===== src/rtl/row_result_collector.sv =====
// Row result collector: bias add, activation, output vector with valid/ack.
// Define COLLECTOR_SATURATE_EN to saturate the biased sum instead of wrapping.
module row_result_collector #(
  parameter int N_ROWS   = 16,
  parameter int QN       = 6,
  parameter int QM       = 11,
  parameter int ACT_TYPE = 1,
  localparam int BITWIDTH = QN + QM + 1,
  localparam int RW = $clog2(N_ROWS),
  localparam int CW = $clog2(N_ROWS + 1)
) (
  input  logic                         clk,
  input  logic                         reset,
  input  logic                         dataReady,
  input  logic [BITWIDTH-1:0]          finalResult,
  input  logic [N_ROWS*BITWIDTH-1:0]   biasVector,
  output logic [RW-1:0]                rowIdx,
  output logic [N_ROWS*BITWIDTH-1:0]   outputVector,
  output logic                         vectorValid,
  input  logic                         vectorAck,
  output logic                         overflow
);

  localparam int BW = BITWIDTH;

  localparam logic signed [BW:0] ONE_E =
    {{(BW-QM){1'b0}}, 1'b1, {QM{1'b0}}};
  localparam logic signed [BW:0] HALF_E = ONE_E >>> 1;
  localparam logic signed [BW:0] NEG_ONE_E = -ONE_E;
  localparam logic signed [BW:0] ZERO_E = '0;
  localparam logic signed [BW:0] SMAX =
    {2'b00, {(BW-1){1'b1}}};
  localparam logic signed [BW:0] SMIN =
    {2'b11, {(BW-1){1'b0}}};

  typedef enum logic [1:0] {
    COLLECT,
    FLUSH,
    DONE
  } state_t;

  state_t state;
  logic [CW-1:0] count;

  logic                 s1_valid;
  logic signed [BW:0]   s1_sum;
  logic [RW-1:0]        s1_row;

  logic                 accept;
  logic                 drop;
  logic [BW-1:0]        bias_sel;
  logic signed [BW:0]   sum_next;
  logic [BW-1:0]        red;
  logic signed [BW:0]   xe;
  logic signed [BW:0]   hs;
  logic signed [BW:0]   act_w;
  logic [BW-1:0]        act_y;

  // Accept decision, bias lookup and S1 sum at full width.
  always_comb begin
    accept = dataReady &&
             ((state == COLLECT) ||
              ((state == DONE) && vectorAck));
    drop = dataReady && !accept;
    bias_sel = biasVector[rowIdx*BW +: BW];
    sum_next = {finalResult[BW-1], finalResult} +
               {bias_sel[BW-1], bias_sel};
  end

  // S2: reduce the sum to BITWIDTH and apply the activation.
  always_comb begin
`ifdef COLLECTOR_SATURATE_EN
    if (s1_sum > SMAX)
      red = SMAX[BW-1:0];
    else if (s1_sum < SMIN)
      red = SMIN[BW-1:0];
    else
      red = s1_sum[BW-1:0];
`else
    red = s1_sum[BW-1:0];
`endif
    xe = {red[BW-1], red};
    hs = (xe >>> 2) + HALF_E;
    act_w = xe;
    case (ACT_TYPE)
      0: act_w = xe;
      1: begin
        if (hs < ZERO_E)
          act_w = ZERO_E;
        else if (hs > ONE_E)
          act_w = ONE_E;
        else
          act_w = hs;
      end
      default: begin
        if (xe > ONE_E)
          act_w = ONE_E;
        else if (xe < NEG_ONE_E)
          act_w = NEG_ONE_E;
        else
          act_w = xe;
      end
    endcase
    act_y = act_w[BW-1:0];
  end

  // Control FSM, S1 pipeline register and output vector writes.
  always_ff @(posedge clk) begin
    if (reset) begin
      state        <= COLLECT;
      count        <= '0;
      rowIdx       <= '0;
      s1_valid     <= 1'b0;
      s1_sum       <= '0;
      s1_row       <= '0;
      outputVector <= '0;
      vectorValid  <= 1'b0;
      overflow     <= 1'b0;
    end else begin
      s1_valid <= accept;
      if (accept) begin
        s1_sum <= sum_next;
        s1_row <= rowIdx;
        if (rowIdx == RW'(N_ROWS - 1))
          rowIdx <= '0;
        else
          rowIdx <= rowIdx + 1'b1;
      end
      if (s1_valid)
        outputVector[s1_row*BW +: BW] <= act_y;
      if (drop)
        overflow <= 1'b1;
      unique case (state)
        COLLECT: begin
          if (accept) begin
            if (count == CW'(N_ROWS - 1)) begin
              count <= '0;
              state <= FLUSH;
            end else begin
              count <= count + 1'b1;
            end
          end
        end
        FLUSH: begin
          if (!s1_valid) begin
            state       <= DONE;
            vectorValid <= 1'b1;
          end
        end
        DONE: begin
          if (vectorAck) begin
            state       <= COLLECT;
            vectorValid <= 1'b0;
            count       <= accept ? CW'(1) : '0;
          end
        end
        default: state <= COLLECT;
      endcase
    end
  end

endmodule


===== config.mk =====
export PLATFORM = sky130hd
export DESIGN_NAME = row_result_collector
export DESIGN_NICKNAME = d
export VERILOG_FILES = /design/src/rtl/row_result_collector.sv
export SDC_FILE = /design/constraint.sdc
export NUM_CORES = 1
export LEC_CHECK = 0
export CORE_AREA = 2 2 235 237
export DETAILED_ROUTE_END_ITERATION = 16
export DIE_AREA = 0 0 237 239
export SYNTH_ARGS = -nofsm -noshare
export SYNTH_HDL_FRONTEND = slang
export SYNTH_SLANG_ARGS = --single-unit

===== constraint.sdc =====
create_clock -name clk -period 13.3 [get_ports clk]
set_clock_uncertainty 0.05 [all_clocks]
set_input_delay 2.66 -clock clk [delete_from_list [all_inputs] [get_ports clk]]
set_output_delay 2.66 -clock clk [all_outputs]
set_load 0.01 [all_outputs]

=== Word level (Yosys, flattened, before mapping) ===
Index checks and enable logic that the tools add are counted.

* Input bits: 310
* Word-level logic and storage cells: 57
* Register bits: 324

* Add/sub/neg operators: 5
* Multipliers: 2
* Reductions and logical operators: 11
* Mux-type cells: 17
* Shift operators: 3
* Eq/ne operators: 8
* $lt $le $gt $ge: 2

{| class="wikitable"
|+ Operators by type and width
! kind !! count
|-
| bitwise mux 288 bit || 1
|-
| variable shift 18 x 34 -> 288 bit (first input constant) || 1
|-
| variable part select 18 x 34 -> 288 bit || 1
|-
| variable part select 288 x 10 -> 18 bit || 1
|-
| 2-to-1 mux 18 bit || 2
|-
| negation 9 -> 34 bit || 1
|-
| adder 18 bit || 1
|-
| adder 16 x 12 -> 17 bit (second input constant) || 1
|-
| greater-than comparator 17 x 13 -> 1 bit (second input constant) || 1
|-
| < comparator 17 x 1 -> 1 bit (second input constant) || 1
|-
| multiplier 4 x 4 -> 8 bit (second input constant) || 2
|-
| 2-to-1 mux 5 bit || 3
|-
| case mux 5 bit (2 select lines) || 1
|-
| 2-to-1 mux 2 bit || 4
|-
| != test 2 bit (second input constant) || 3
|-
| case mux 2 bit (3 select lines) || 1
|-
| AND reduction 3 bit || 2
|-
| adder 5 x 1 -> 5 bit (second input constant) || 1
|-
| == test 5 x 4 -> 1 bit (second input constant) || 1
|-
| adder 4 x 1 -> 4 bit (second input constant) || 1
|-
| == test 4 bit (second input constant) || 1
|-
| 2-to-1 mux 4 bit || 1
|-
| AND reduction 4 bit || 1
|-
| nonzero test 2 bit || 2
|-
| other kinds (9) || 13
|}

=== Longest topological paths before layout ===
* Depth in word-level cells: 7
* Gate-level depth with buffers: 18

=== Least setup slack after synthesis ===
OpenSTA, ideal clock, no wires.

* Path type: input port to flip-flop
* From: in biasVector[273]
* To: reg s1_sum[16]
* Path buffers: 0
* Slack: 7,912 ps
* Data required time: 13,188 ps
* Stages: 11
* Arrival time: 5,276 ps
* Path through: mux4_2 mux4_2 ha_1 o21ai_0 nand2b_1 a21oi_1 o31ai_1 o211ai_1 a31o_2 or4_1 nand3_1

* Cells in the longest elaborated chain, start to end: 2

{| class="wikitable"
|+ Ends and longest elaborated chain
! what !! line !! text
|-
| from (decl) || 16 || <nowiki>input logic [N_ROWS*BITWIDTH-1:0] biasVector,</nowiki>
|-
| variable part select 288 x 10 -> 18 bit || 65 || <nowiki>bias_sel = biasVector[rowIdx*BW +: BW];</nowiki>
|-
| adder 18 bit || 66 || <nowiki>sum_next = {finalResult[BW-1], finalResult} +</nowiki>
|-
| to (signal assigned) || 122 || <nowiki>s1_sum <= sum_next;</nowiki>
|-
| to (decl) || 46 || <nowiki>logic signed [BW:0] s1_sum;</nowiki>
|}

No other way between the ends.
A chain may end at the register's enable or synchronous reset.

=== Final worst setup path ===
* From: reg s1_row[3]
* To: reg outputVector[132]

* Cells in the longest elaborated chain, start to end: 4

{| class="wikitable"
|+ Ends and longest elaborated chain
! what !! line !! text
|-
| from (decl) || 47 || <nowiki>logic [RW-1:0] s1_row;</nowiki>
|-
| from (signal assigned) || 123 || <nowiki>s1_row <= rowIdx;</nowiki>
|-
| multiplier 4 x 4 -> 8 bit * || 130 || <nowiki>outputVector[s1_row*BW +: BW] <= act_y;</nowiki>
|-
| negation 9 -> 34 bit * || 130 ||
|-
| variable part select 18 x 34 -> 288 bit / variable shift 18 x 34 -> 288 bit (equally long branches) || 130 ||
|-
| bitwise mux 288 bit * || 130 ||
|-
| to (signal, indexed assignment) || 130 ||
|-
| to (decl) || 18 || <nowiki>output logic [N_ROWS*BITWIDTH-1:0] outputVector,</nowiki>
|}

Every way passes the cells marked *; elsewhere a longest branch is shown, timed or not.

==> results.md <==
* Core Box Area at 54300 um2
* Placed cell area at ~24000 um2
* Synth top cells by count: 327 x nor2_1, 322 x dfxtp_1, 200 x nand2_1
* Slew @ Worst Pin at 1.30 ns
* Hpwl dp at roughly 68000 um
* Critical Path Most Common Cell: ha_1
* Fraction of registers with async set/reset at 0%
* Max Root-Sink Buffers at 3
* CP Max Fanout at 24
* Period utilization at ~45%
* Fillers at between 5000 and 6000
* DIE HEIGHT at 239 um
* Run status: complete, no violations
* Synth warn at 0
* Final Util at approximately 47%
* Max_slew headroom at 12.4%
* Max Fclk at 168 MHz
* Data arrival time of the worst path at between 6 and 7 ns
* Minimum clock period at roughly 5.9 ns
* I/O pin total at between 600 and 700
* PostCTS Resize Cnt at 0
* # DRC at 0
* Maximum number of pins on one net before global-route repair at just under 200
* Synth unique cells at 81
* Largest area contributor in the netlist: dfxtp_1
* Worst VDD drop at between 0.00009 and 0.0001 V
* Post-synth net total at 2414
* Max-cap violations at 0
* Mean Syn Cell Area at ~8.5 um2
* Seq/Total Area, Yosys at 36.4%
* Buffers on Ports at 603
* Clock latency on the worst-skew pair at 0.56 ns
* Clk root buf: clkbuf_16
* Slowest cell delay on critical path at ~0.8 ns
* Number of setup violations in the final report at 0
* Layout cell share with drive strength beyond 1 at slightly below 9%
* Count leader, synth: nor2_1
* RSZ-0062 raised after global routing: no
* Die area at around 57000 um2
* CP Launch Type: flop
* Vias in the first global route at 19000
* Final ANT Viol Nets at 0
* DR vias/cell at ~5.7
* Initial antenna violation count at 20
* Post-synth top area share at a little over a third
* Hold-fix buffers, CTS at 0
* CP Capture Type: flop
* Synth Register Bits at roughly 320
* First-pass GRT wire length at about 120000 um
* Leakage at around 8.4 nW
* Cts bufs inserted at 38
* R2r setup slk at roughly 7.4 ns
* Nets at a little under 3000
* Core Rows at 86
* Clock sink total at 322
* Bufs and invs on worst path at 2
* CP cell instances: ha_1 -> ha_1 -> or4_4 -> or3_1 -> inv_1 -> ha_1 -> buf_4 -> nand2_1 -> nor3_1 -> nand2_1 -> nor2_1 -> a22o_1 -> o221ai_1 -> o211a_1
* CTS clk-pin slew, worst paths at 0.06 ns
* Final WL at between 80000 and 90000 um
* Crit path kind: reg2reg
* Routed len/inst at around 26 um
* Synthesized area at between 15000 and 20000 um2
* CP max-delay cell: nand2_1
* Die W at ~240 um
* GRT Total Usage at around 29%
* Iter 0 DRT Violations at ~1700
* Final hold vios at 0
* CP top delay family: simple AND/OR/NAND/NOR gates
* GP Congestion at between 0.9 and 1
* Synth-to-Final Area Change at 44.9%
* TritonCTS clock tree: yes
* CTS H-tree depth at 2
* Post CTS Setup Buffer Count at 0
* Main synth FF type: dfxtp_1
* Gr ovfl total at 0
* Initial Util at about a third
* Sum Neg Setup Slack at 0 ns
* Synth area leaders: dfxtp_1 36%, mux4_2 12%, nor2_1 6.9%
* Via Count at around 19000
* Drt pass-1 iters at 7
* Post-Syn Instances at 2077
* Overall Power at 2.48 mW
* HP Class: reg2reg
* Max Slew Vio Count at 0
* Design Area, Final at 25600 um2
* P per Cell Area at about 97 nW/um2
* Req. time, crit path at 13.70 ns
* Number of synthesized flops with an enable pin at 0
## stage by stage
step | hold slack, ns | std cells | worst slack, ns
after CTS | 0.402 | 3342 | 7.44
after global routing | 0.424 | 3358 | 7.18
final | 0.400 | 3358 | 7.36
after detailed placement | 0.393 | 3282 | 7.13
after global placement | 0.388 | 3282 | 7.15
after floorplan | 0.388 | 2077 | 7.91
## sequential cells by signal, summed over array words and instances (netlist names)
register / flops
count: 5
outputVector: 288
overflow: 1
rowIdx: 4
s1_row: 4
s1_sum: 16
s1_valid: 1
state: 2
vectorValid: 1
## worst paths after layout
path	from	to	cells past startpoint
setup / recovery	s1_row[3]	outputVector[132]	14
hold / removal	overflow	overflow	2
setup reg to reg	s1_row[3]	outputVector[132]	14
hold reg to reg	overflow	overflow	2
## worst register-to-register path: stages (launching register included)
cell	delay, ns
dfxtp_1	0.37
ha_1	0.21
ha_1	0.49
or4_4	0.53
or3_1	0.59
inv_1	0.46
ha_1	0.22
buf_4	0.26
nand2_1	0.19
nor3_1	0.49
nand2_1	0.78
nor2_1	0.54
a22o_1	0.34
o221ai_1	0.16
o211a_1	0.16
## cells in the final DEF, fill, tap and decap left out, drive strengths merged, types with 6 or more instances in the layout
cell type,instances
clkdlybuf4s50,602
nor2,327
dfxtp,322
nand2,200
a21oi,150
o21ai,110
nand3,105
mux4,91
a211oi,87
nor3,76
mux2i,72
clkbuf,49
buf,37
or3,29
ha,27
a22oi,25
inv,25
a31oi,23
nand4,18
diode,16
o31ai,16
and2,14
a32oi,13
and3,12
or2,11
o21a,11
nand2b,11
clkinv,10
a21o,9
nor4,9
a22o,8
a221oi,8
or4,8
xor2,7
nor2b,6
a21boi,6
o211a,6
o22ai,6
a32o,6
## logic make-up after synthesis
family | share of synthesized area (%)
adder cells (fa/ha/maj) | 1.91
multiplexers | 15.8
XOR/XNOR | 0.594
AO/OA/AOI/OAI | 20.4
buffers and inverters | 3.61
flip-flops | 36.4
AND/OR/NAND/NOR | 21.2
## report_power, final
group | leakage (nW) | total [mW] | switching, mW | internal (mW)
clock network | 0.579 | 1.00 | 0.427 | 0.577
registers | 2.60 | 1.00 | 0.0257 | 0.976
logic | 5.24 | 0.477 | 0.264 | 0.213
total | 8.42 | 2.48 | 0.717 | 1.77
## cell type report
type / instances / area (um2) / area share (%)
Timing Repair Buffer: 640 / 6330 / 24.7
Antenna cell: 16 / 40.0 / 0.156
Sequential cell: 322 / 6450 / 25.2
Clock buffer: 48 / 1050 / 4.09
Multi-Input combinational cell: 1590 / 10600 / 41.5
Clock inverter: 12 / 138 / 0.537
Inverter: 26 / 97.6 / 0.381
Tap cell: 704 / 881 / 3.44
## per-layer routing
metal | up-vias | wire length (um) | track usage (%)
met4 | 0 | 5700 | 18.8
met3 | 203 | 5550 | 4.56
met1 | 9348 | 31400 | 32.2
li1 | 8841 | - | -
met5 | - | 0 | 0
met2 | 883 | 43600 | 52.8
Power figures use the tool's default switching activity.
